[config.mk]
export PLATFORM = sky130hd
export DESIGN_NAME = mfm_sector_reader
export DESIGN_NICKNAME = d
export VERILOG_FILES = /design/src/rtl/mfm_sector_reader_pkg.sv /design/src/rtl/mfm_sector_reader_crc16.sv /design/src/rtl/mfm_sector_reader.sv
export SDC_FILE = /design/constraint.sdc
export NUM_CORES = 1
export LEC_CHECK = 0
export BUFFER_PORTS_ARGS = -buffer_cell sky130_fd_sc_hd__buf_2
export CAP_MARGIN = 0
export CORE_MARGIN = 3
export CORE_UTILIZATION = 56
export DETAILED_ROUTE_END_ITERATION = 12
export GPL_ROUTABILITY_DRIVEN = 0
export PLACE_DENSITY = 0.85
export SETUP_SLACK_MARGIN = 0.2
export SLEW_MARGIN = 15
export SYNTH_ARGS = -nofsm -noshare
export SYNTH_HDL_FRONTEND = slang
export SYNTH_SLANG_ARGS = --single-unit
[constraint.sdc]
create_clock -name i_Clk -period 2.9 [get_ports i_Clk]
set_input_delay 0.29 -clock i_Clk [delete_from_list [all_inputs] [get_ports i_Clk]]
set_output_delay 0.29 -clock i_Clk [all_outputs]
set_load 0.01 [all_outputs]
[src/rtl/mfm_sector_reader_pkg.sv]
// Shared types and constants for the MFM sector read sequencer:
// FSM states, completion status codes, address-mark bytes and CRC constants.
package mfm_sector_reader_pkg;

  typedef enum logic [2:0] {
    ST_IDLE,
    ST_SEEK,
    ST_WAIT_DAM,
    ST_MARK,
    ST_DATA,
    ST_CRC
  } state_t;

  typedef enum logic [1:0] {
    STS_OK        = 2'd0,
    STS_NOT_FOUND = 2'd1,
    STS_CRC_ERR   = 2'd2,
    STS_BAD_SIZE  = 2'd3
  } status_t;

  localparam logic [7:0] MARK_IDAM = 8'hFE;
  localparam logic [7:0] MARK_DAM  = 8'hFB;
  localparam logic [7:0] MARK_DDAM = 8'hF8;

  // CCITT CRC already advanced over the three A1 sync bytes.
  localparam logic [15:0] CRC_PRESET = 16'hCDB4;
  localparam logic [15:0] CRC_POLY   = 16'h1021;

endpackage

[src/rtl/mfm_sector_reader_crc16.sv]
// Byte-wide CRC-16/CCITT (MSB first) with seed load and update enable.
// crc_next is the CRC after absorbing data; a field is good when it is 0 on the last byte.
module crc16_ccitt
  import mfm_sector_reader_pkg::*;
(
  input  logic        clk,
  input  logic        load,
  input  logic [15:0] seed,
  input  logic        en,
  input  logic [7:0]  data,
  output logic [15:0] crc_next
);

  logic [15:0] crc_q;
  logic [15:0] crc_base;

  function automatic logic [15:0] next_crc(input logic [15:0] crc, input logic [7:0] din);
    logic [15:0] c;
    c = crc ^ {din, 8'h00};
    for (int i = 0; i < 8; i++) begin
      if (c[15]) c = {c[14:0], 1'b0} ^ CRC_POLY;
      else       c = {c[14:0], 1'b0};
    end
    return c;
  endfunction

  // Loading and updating in the same cycle absorbs data on top of the seed.
  assign crc_base = load ? seed : crc_q;
  assign crc_next = next_crc(crc_base, data);

  always_ff @(posedge clk) begin
    if (en)        crc_q <= crc_next;
    else if (load) crc_q <= seed;
  end

endmodule

[src/rtl/mfm_sector_reader.sv]
// Read-one-sector sequencer: waits for the matching ID header, captures the
// following data field, streams its payload with offsets and reports CRC status.
module mfm_sector_reader
  import mfm_sector_reader_pkg::*;
#(
  parameter int clkspd   = 65000000,
  parameter int MAX_REVS = 2,
  parameter int MAX_SIZE = 3
) (
  input  logic       i_Clk,
  input  logic       i_Reset,
  input  logic       i_Req,
  input  logic [7:0] i_ReqTrack,
  input  logic [7:0] i_ReqSide,
  input  logic [7:0] i_ReqSector,
  input  logic       i_Index,
  input  logic       i_Sync,
  input  logic [7:0] i_Data,
  input  logic       i_Valid,
  input  logic       i_HdrValid,
  input  logic [7:0] i_HdrTrack,
  input  logic [7:0] i_HdrSide,
  input  logic [7:0] i_HdrSector,
  input  logic [7:0] i_HdrSize,
  output logic       o_Busy,
  output logic [7:0] o_Byte,
  output logic       o_ByteValid,
  output logic [9:0] o_ByteAddr,
  output logic       o_Done,
  output logic [1:0] o_Status
);

  localparam int TMO_CYCLES = clkspd / 500;
  localparam int TMO_W      = $clog2(TMO_CYCLES + 1);
  localparam int REV_W      = $clog2(MAX_REVS + 1);
  localparam logic [TMO_W-1:0] TMO_INIT = TMO_W'(TMO_CYCLES);
  localparam logic [REV_W-1:0] REV_LIM  = REV_W'(MAX_REVS);

  state_t            state, state_nxt;
  logic [7:0]        tgt_track, tgt_side, tgt_sector;
  logic [10:0]       n_bytes, byte_cnt;
  logic              crc_cnt;
  logic [TMO_W-1:0]  tmo_cnt;
  logic [REV_W-1:0]  rev_cnt, rev_eff;

  logic              accept, ld_size, tmo_load, crc_load, crc_en, emit, last_byte;
  logic              done_nxt, hdr_match;
  logic [1:0]        status_nxt;
  logic [15:0]       crc_next;

  logic              vld_p1, done_p1, busy_p1;
  logic [7:0]        byte_p1;
  logic [9:0]        addr_p1;
  logic [1:0]        status_p1;

  crc16_ccitt u_crc (
    .clk      (i_Clk),
    .load     (crc_load),
    .seed     (CRC_PRESET),
    .en       (crc_en),
    .data     (i_Data),
    .crc_next (crc_next)
  );

  assign hdr_match = i_HdrValid && (i_HdrTrack == tgt_track) &&
                     (i_HdrSide == tgt_side) && (i_HdrSector == tgt_sector);

  // Index pulses count in every busy state; the counter saturates at the limit.
  assign rev_eff = (i_Index && rev_cnt < REV_LIM) ? rev_cnt + REV_W'(1) : rev_cnt;

  always_comb begin
    state_nxt  = state;
    status_nxt = status_p1;
    done_nxt   = 1'b0;
    accept     = 1'b0;
    ld_size    = 1'b0;
    tmo_load   = 1'b0;
    crc_load   = 1'b0;
    crc_en     = 1'b0;
    emit       = 1'b0;
    last_byte  = 1'b0;
    case (state)
      ST_IDLE: begin
        if (i_Req) begin
          accept    = 1'b1;
          state_nxt = ST_SEEK;
        end
      end
      ST_SEEK: begin
        // A matching header beats a same-cycle index pulse.
        if (hdr_match) begin
          if (i_HdrSize > 8'(MAX_SIZE)) begin
            done_nxt   = 1'b1;
            status_nxt = STS_BAD_SIZE;
            state_nxt  = ST_IDLE;
          end else begin
            ld_size   = 1'b1;
            tmo_load  = 1'b1;
            state_nxt = ST_WAIT_DAM;
          end
        end else if (rev_eff >= REV_LIM) begin
          done_nxt   = 1'b1;
          status_nxt = STS_NOT_FOUND;
          state_nxt  = ST_IDLE;
        end
      end
      ST_WAIT_DAM: begin
        if (i_Sync)             state_nxt = ST_MARK;
        else if (tmo_cnt == '0) state_nxt = ST_SEEK;
      end
      ST_MARK: begin
        if (i_Valid) begin
          if (i_Data == MARK_DAM || i_Data == MARK_DDAM) begin
            crc_load  = 1'b1;
            crc_en    = 1'b1;
            state_nxt = ST_DATA;
          end else if (i_Data == MARK_IDAM) begin
            state_nxt = ST_SEEK;
          end else begin
            state_nxt = ST_WAIT_DAM;
          end
        end
      end
      ST_DATA: begin
        if (i_Sync) begin
          state_nxt = ST_SEEK;
        end else if (i_Valid) begin
          emit   = 1'b1;
          crc_en = 1'b1;
          if (byte_cnt + 11'd1 == n_bytes) begin
            last_byte = 1'b1;
            state_nxt = ST_CRC;
          end
        end
      end
      ST_CRC: begin
        if (i_Sync) begin
          state_nxt = ST_SEEK;
        end else if (i_Valid) begin
          crc_en = 1'b1;
          if (crc_cnt) begin
            done_nxt   = 1'b1;
            status_nxt = (crc_next == 16'h0000) ? STS_OK : STS_CRC_ERR;
            state_nxt  = ST_IDLE;
          end
        end
      end
      default: state_nxt = ST_IDLE;
    endcase
  end

  always_ff @(posedge i_Clk) begin
    if (accept) begin
      tgt_track  <= i_ReqTrack;
      tgt_side   <= i_ReqSide;
      tgt_sector <= i_ReqSector;
    end
    if (ld_size) n_bytes <= 11'd128 << i_HdrSize[1:0];
    if (tmo_load)                                 tmo_cnt <= TMO_INIT;
    else if (state == ST_WAIT_DAM && tmo_cnt != '0) tmo_cnt <= tmo_cnt - TMO_W'(1);
    if (crc_load)  byte_cnt <= '0;
    else if (emit) byte_cnt <= byte_cnt + 11'd1;
    if (last_byte)                     crc_cnt <= 1'b0;
    else if (state == ST_CRC && crc_en) crc_cnt <= 1'b1;
  end

  // ---- stage p1: registered outputs ----
  always_ff @(posedge i_Clk) begin
    if (!i_Reset) begin
      state     <= ST_IDLE;
      rev_cnt   <= '0;
      vld_p1    <= 1'b0;
      byte_p1   <= '0;
      addr_p1   <= '0;
      done_p1   <= 1'b0;
      status_p1 <= '0;
      busy_p1   <= 1'b0;
    end else begin
      state     <= state_nxt;
      rev_cnt   <= accept ? '0 : (state != ST_IDLE ? rev_eff : rev_cnt);
      vld_p1    <= emit;
      if (emit) begin
        byte_p1 <= i_Data;
        addr_p1 <= byte_cnt[9:0];
      end
      done_p1   <= done_nxt;
      status_p1 <= status_nxt;
      busy_p1   <= (state_nxt != ST_IDLE) || done_nxt;
    end
  end

  assign o_Busy      = busy_p1;
  assign o_Byte      = byte_p1;
  assign o_ByteValid = vld_p1;
  assign o_ByteAddr  = addr_p1;
  assign o_Done      = done_p1;
  assign o_Status    = status_p1;

endmodule

# == After elaboration in Yosys (flattened, before gate mapping) ==
# Cells that the tools add are included.
# op_classes
bitwise,10
addsub,3
muxes,58
magnitude_cmp,3
div,0
eq_ne,17
mul,0
n_reduce_logical,18
shifts,1
# op_table
op,count
$mux 13,8
$mux 3,13
$mux 16,2
$eq 8x8->1,3
$eq 8x8->1 const B,3
$not 3->3,8
$mux 1,21
$mux 2,10
$pmux 3 s6,1
$logic_not 17->1,1
$reduce_bool 17->1,1
$sub 17x1->17 const B,1
$logic_not 16->1,1
$xor 16x16->16,1
$add 11x1->11 const B,1
$eq 11x11->1,1
$shl 8x2->11 const A,1
$gt 8x2->1 const B,1
$eq 3x2->1 const B,2
$eq 3x3->1 const B,2
$logic_and 1x1->1,6
$ne 2x2->1 const B,3
$ne 3x3->1 const B,2
$reduce_and 6->1,1
other kinds (12),16
# totals
input_bits,71
memories,0
ramBits,0
reg_bits,108
latch_bits,0
rom_bits,0
elab_cells,126

# == Depth between registers and ports, before layout ==
# logic_depth
word_depth,29
ltp_mapped,10

# == Cells and area by module ==
# A second synthesis with hierarchy kept.
# unflattened
hier_cells,539
area_unflattened_um2,5203.7
# modules_own_cells
mod,cells_each,n_inst,seq_area_each_um2,area_per_inst_um2
mfm_sector_reader,413,1,1981.9,3936.3
crc16_ccitt,126,1,320.3,1267.5

# == Worst setup path after synthesis ==
# No wires, ideal clock.
# synth_path
kind,register to register
startpoint,register state[2]
endpoint,"register status_p1[1], in the netlist o_Status[1]"
stages_incl_launch_ff,9
t_arrival_ns,2.485
synth_period_minus_slack_ns,2.601
setup_ns,0.116
path_slack_ns,0.299
cell_sequence,dfxtp_1 -> buf_2 -> or3b_1 -> or4_1 -> buf_2 -> a32o_1 -> a211o_1 -> or4_1 -> a41o_1
# synth_between
elab_chain_cells,20
word_cells_on_any_way,35
# synth_lines
element,line_no,text
start: declaration,mfm_sector_reader.sv:39,"state_t state, state_nxt;"
start signal: assignment,mfm_sector_reader.sv:179,state <= state_nxt;
$eq 3x2->1,mfm_sector_reader.sv:82,case (state)
$mux 1,mfm_sector_reader.sv:82,
$mux 16,n/a,
$xor 16x16->16,mfm_sector_reader_crc16.sv:19,"c = crc ^ {din, 8'h00};"
$not 3->3 (no source line),n/a,
$mux 13 (7 in series),mfm_sector_reader_crc16.sv:21,"if (c[15]) c = {c[14:0], 1'b0} ^ CRC_POLY;"
$not 3->3 (no source line),n/a,
$mux 13,mfm_sector_reader_crc16.sv:21,
$logic_not 16->1,mfm_sector_reader.sv:143,status_nxt = (crc_next == 16'h0000) ? STS_OK : STS_CRC_ERR;
$mux 2,mfm_sector_reader.sv:143,
$mux 2,mfm_sector_reader.sv:141,if (crc_cnt) begin
$mux 2,mfm_sector_reader.sv:139,end else if (i_Valid) begin
$mux 2,mfm_sector_reader.sv:137,if (i_Sync) begin
$pmux 2 s2,mfm_sector_reader.sv:82,
end signal: assignment,mfm_sector_reader.sv:187,status_p1 <= status_nxt;
end: declaration,mfm_sector_reader.sv:54,logic [1:0] status_p1;
# Parallel ways exist; a longest one is shown, timed or not. The select of a mux whose other input is x is not followed.
# A chain may end at the register's enable or synchronous reset.

# == Final worst setup path ==
# layout_path
startpoint,register state[1]
endpoint,"register status_p1[1], in the netlist o_Status[1]"
# The elaborated chain is that of the path after synthesis.

==> impl_metrics.yaml <==
setup_path:
  slowest_stage: "sky130_fd_sc_hd__or4_1"
  worst_path_fanout_max: 11
  worst-endpoint-required_ps: 3160
  timing.critical_path.slowest_cell_delay_ps: 510
  crit_path_end_kind: "flop"
  critical_path.n_buffers_inverters: 1
  cp-start-kind: "flop"
  crit_start: "state[1]"
  crit_family: "simple AND/OR/NAND/NOR gates"
  cp_cell_sequence: "or3b_4 -> or4_4 -> buf_6 -> a31oi_4 -> xnor2_2 -> nand4_1 -> or4_1 -> a41o_1"
  r2r-start: "state[1]"
  reg2reg_setup_slack_ps: 230
  cp_data_arrival_time_ps: 2940
  critPathKind: "flop to flop"
synthesis:
  yosys.cell_count.top_type: "sky130_fd_sc_hd__nand2_1"
  synthesis.yosys.warnings: 0
  post_synth_inst_count: 573
  yosys.cell_types.count: 58
  synthesis.nets: 646
  synth_commonest_cells: "sky130_fd_sc_hd__nand2_1, sky130_fd_sc_hd__dfxtp_1, sky130_fd_sc_hd__xnor2_1"
  ys_top_cells_by_area: "sky130_fd_sc_hd__dfxtp_1, sky130_fd_sc_hd__edfxtp_1, sky130_fd_sc_hd__xnor2_1"
  avgSynthCellArea_um2: 9.04
  yosys_register_bits: 101
  synth.cell_area_um2: 5180
  postSynth.asyncResetShare_pct: 0
  synth.yosys.seq_area_share_pct: 44.4
  top_reg_cell_synth: "sky130_fd_sc_hd__dfxtp_1"
  synth-edff-count: 28
  synth_top_cell_by_area: "sky130_fd_sc_hd__dfxtp_1"
  synth_largest_type_area_fraction_pct: 28.2
clock_network:
  path_clk_slew_ps: 110
  htreeDepth: 3
  insertion_delay_ps: 370
  cts.hold.buffers_added: 0
  clock-sinks: 101
  clock_path_buffers: 2
  clk_root_buffer_cell: "sky130_fd_sc_hd__clkbuf_8"
  cts-buffers-inserted: 9
  tritoncts_clock_tree: "yes"
sta:
  final_hold_viol_count: 0
  clock_skew_ps: 13.4
  count_of_final_setup_violators: 0
  max_slew_margin_pct: 42.7
  finalWorstPathRequiredPeriod_ps: 2670
  totalNegativeSetupSlack_ps: 0
  grt_setup_unrepaired: "no"
  slew_violations: 0
  worst_pin_slew_ps: 859
  max_freq_ghz: 0.374
  min_period_over_period_pct: 92.2
power:
  design_power_total_mw: 2.60
  total_power_density_per_cell_area_nw_per_um2: 428
  p_leak_nw: 2.45
  irDropWorstVdd_v: 0.000211
layout:
  nets: 744
  antennaDiodeCount: 0
  fillerInstances: 690
  final_layout_size_suffix_gt1_share_pct: 21.3
  flow.area_growth_from_synthesis_pct: 17.2
detailed_routing:
  drt-vias-per-instance: 5.86
  detail-route-antenna-nets: 0
  vias: 4593
  remaining_routing_drc_violations: 0
  routedWlPerCell_um: 15.6
  drtPass1Iterations: 5
  route.final.wire_length_um: 12200
  drtIter0Drc: 279
hold_path:
  hold_class: "input pin to flop"
  worst_hold_startpoint: "i_ReqTrack[6]"
place:
  hpwl_um: 8790
  io_buffer_count: 93
grt:
  grt_first_pass_wirelength_um: 19900
  grt_usage_pct: 23.7
  number_of_global_route_vias_before_repair: 4355
  maximum_number_of_pins_on_one_net_before_global_route_repair: 27
  global_route_overflow: 0
  grt_antenna_before_repair: 1
floorplan:
  chipHeight_um: 102
  floorplan.die_area_um2: 10400
  core_area_um2: 8850
  row_count: 34
  floorplan.initialDensity_pct: 58.5
  design.portCount: 94
  dieWidth_um: 102
run:
  timing.max_cap.violations: 0
status:
  status: "finished, final reports clean"
worst register-to-register path: stages (launching register included):
cell and delay [ps]:
sky130_fd_sc_hd__dfxtp_2 340, sky130_fd_sc_hd__or3b_4 400, sky130_fd_sc_hd__or4_4 470, sky130_fd_sc_hd__buf_6 180
sky130_fd_sc_hd__a31oi_4 150, sky130_fd_sc_hd__xnor2_2 150, sky130_fd_sc_hd__nand4_1 120, sky130_fd_sc_hd__or4_1 510
sky130_fd_sc_hd__a41o_1 250
registers in the layout, indices dropped and copies added (netlist names):
| signal | flops |
|---|---|
| tmo_cnt | 17 |
| u_crc.crc_q | 16 |
| byte_cnt | 11 |
| o_ByteAddr | 10 |
| o_Byte | 8 |
| tgt_sector | 8 |
| tgt_side | 8 |
| tgt_track | 8 |
| n_bytes | 4 |
| state | 3 |
| o_Status | 2 |
| rev_cnt | 2 |
| crc_cnt | 1 |
| o_Busy | 1 |
| o_ByteValid | 1 |
| o_Done | 1 |
final timing paths:
path / cells past startpoint / to
worst max-delay path: 8 / o_Status[1]
worst min-delay path: 1 / tgt_track[6]
worst max register to register: 8 / o_Status[1]
worst min register to register: 2 / tmo_cnt[16]
cells by family after synthesis:
family | count (synthesis) | synth area share [%]
AND/OR/NAND/NOR | 220 | 20.8
AO/OA/AOI/OAI | 122 | 15.4
flip-flops | 101 | 44.4
XOR/XNOR | 86 | 15.4
buffers and inverters | 40 | 3.07
multiplexers | 2 | 0.386
adder cells (fa/ha/maj) | 2 | 0.483
cell usage in the layout (no fill, tap or decap), types with 5 or more instances in the layout:
cell type                   n
sky130_fd_sc_hd__a211oi_1   6
sky130_fd_sc_hd__a21boi_0  20
sky130_fd_sc_hd__a21oi_1   26
sky130_fd_sc_hd__a31oi_1    8
sky130_fd_sc_hd__and2_1     7
sky130_fd_sc_hd__and3_1     6
sky130_fd_sc_hd__buf_2     93
sky130_fd_sc_hd__buf_4     24
sky130_fd_sc_hd__clkbuf_8   9
sky130_fd_sc_hd__dfxtp_1   72
sky130_fd_sc_hd__edfxtp_1  28
sky130_fd_sc_hd__inv_1      8
sky130_fd_sc_hd__nand2_1   76
sky130_fd_sc_hd__nand3_1   10
sky130_fd_sc_hd__nand3b_1   5
sky130_fd_sc_hd__nand4_1   11
sky130_fd_sc_hd__nor2_1    45
sky130_fd_sc_hd__nor2b_1   11
sky130_fd_sc_hd__nor3_1    15
sky130_fd_sc_hd__nor4_1     8
sky130_fd_sc_hd__o21ai_0   22
sky130_fd_sc_hd__o22ai_1    5
sky130_fd_sc_hd__o31ai_1    6
sky130_fd_sc_hd__or3_1      6
sky130_fd_sc_hd__xnor2_1   47
sky130_fd_sc_hd__xor2_1    35
through the flow:
step           area (um2)  std cells  hold slack, ps  utilization [%]  setup slack (ps)
2_1_floorplan        5180        573             389                -               299
3_3_place_gp         5820        763             450             65.8               103
3_5_place_dp         5820        763             454             65.8              61.1
4_1_cts              6050        784            71.3             68.3               213
5_1_grt              6070        784            59.6             68.6               186
6_report             6070        784            87.6             68.6               226
where the power goes:
part	internal, mW	total, mW	switching (mW)
logic	0.120	0.256	0.136
registers	1.48	1.50	0.0134
clock network	0.331	0.849	0.518
metal layers:
metal,part of all wire [%],routed length [um],global-route usage [%]
met1,41,4980,29.2
met4,3.1,372,9.89
met5,0.090,11,0
met2,49,6010,40.3
met3,6.7,821,5.26
final cells by class:
| class | count | area, um2 | area share (%) |
|---|---|---|---|
| clock buffers | 10 | 128 | 2.10 |
| well taps | 108 | 135 | 2.22 |
| inverters | 8 | 30.0 | 0.494 |
| flip-flops and latches | 101 | 2300 | 37.9 |
| multi-input cells | 432 | 2760 | 45.4 |
| clock inverters | 6 | 52.6 | 0.865 |
| repair buffers | 119 | 668 | 11.0 |
what timing repair did:
action | 4_1_cts | 5_1_grt
setup buffers | 5 | 0
gates resized for setup | 4 | 4
setup endpoints to repair | 1 | 1
pin swaps | 3 | 1
Note: power is estimated with default switching activity, not from simulation.
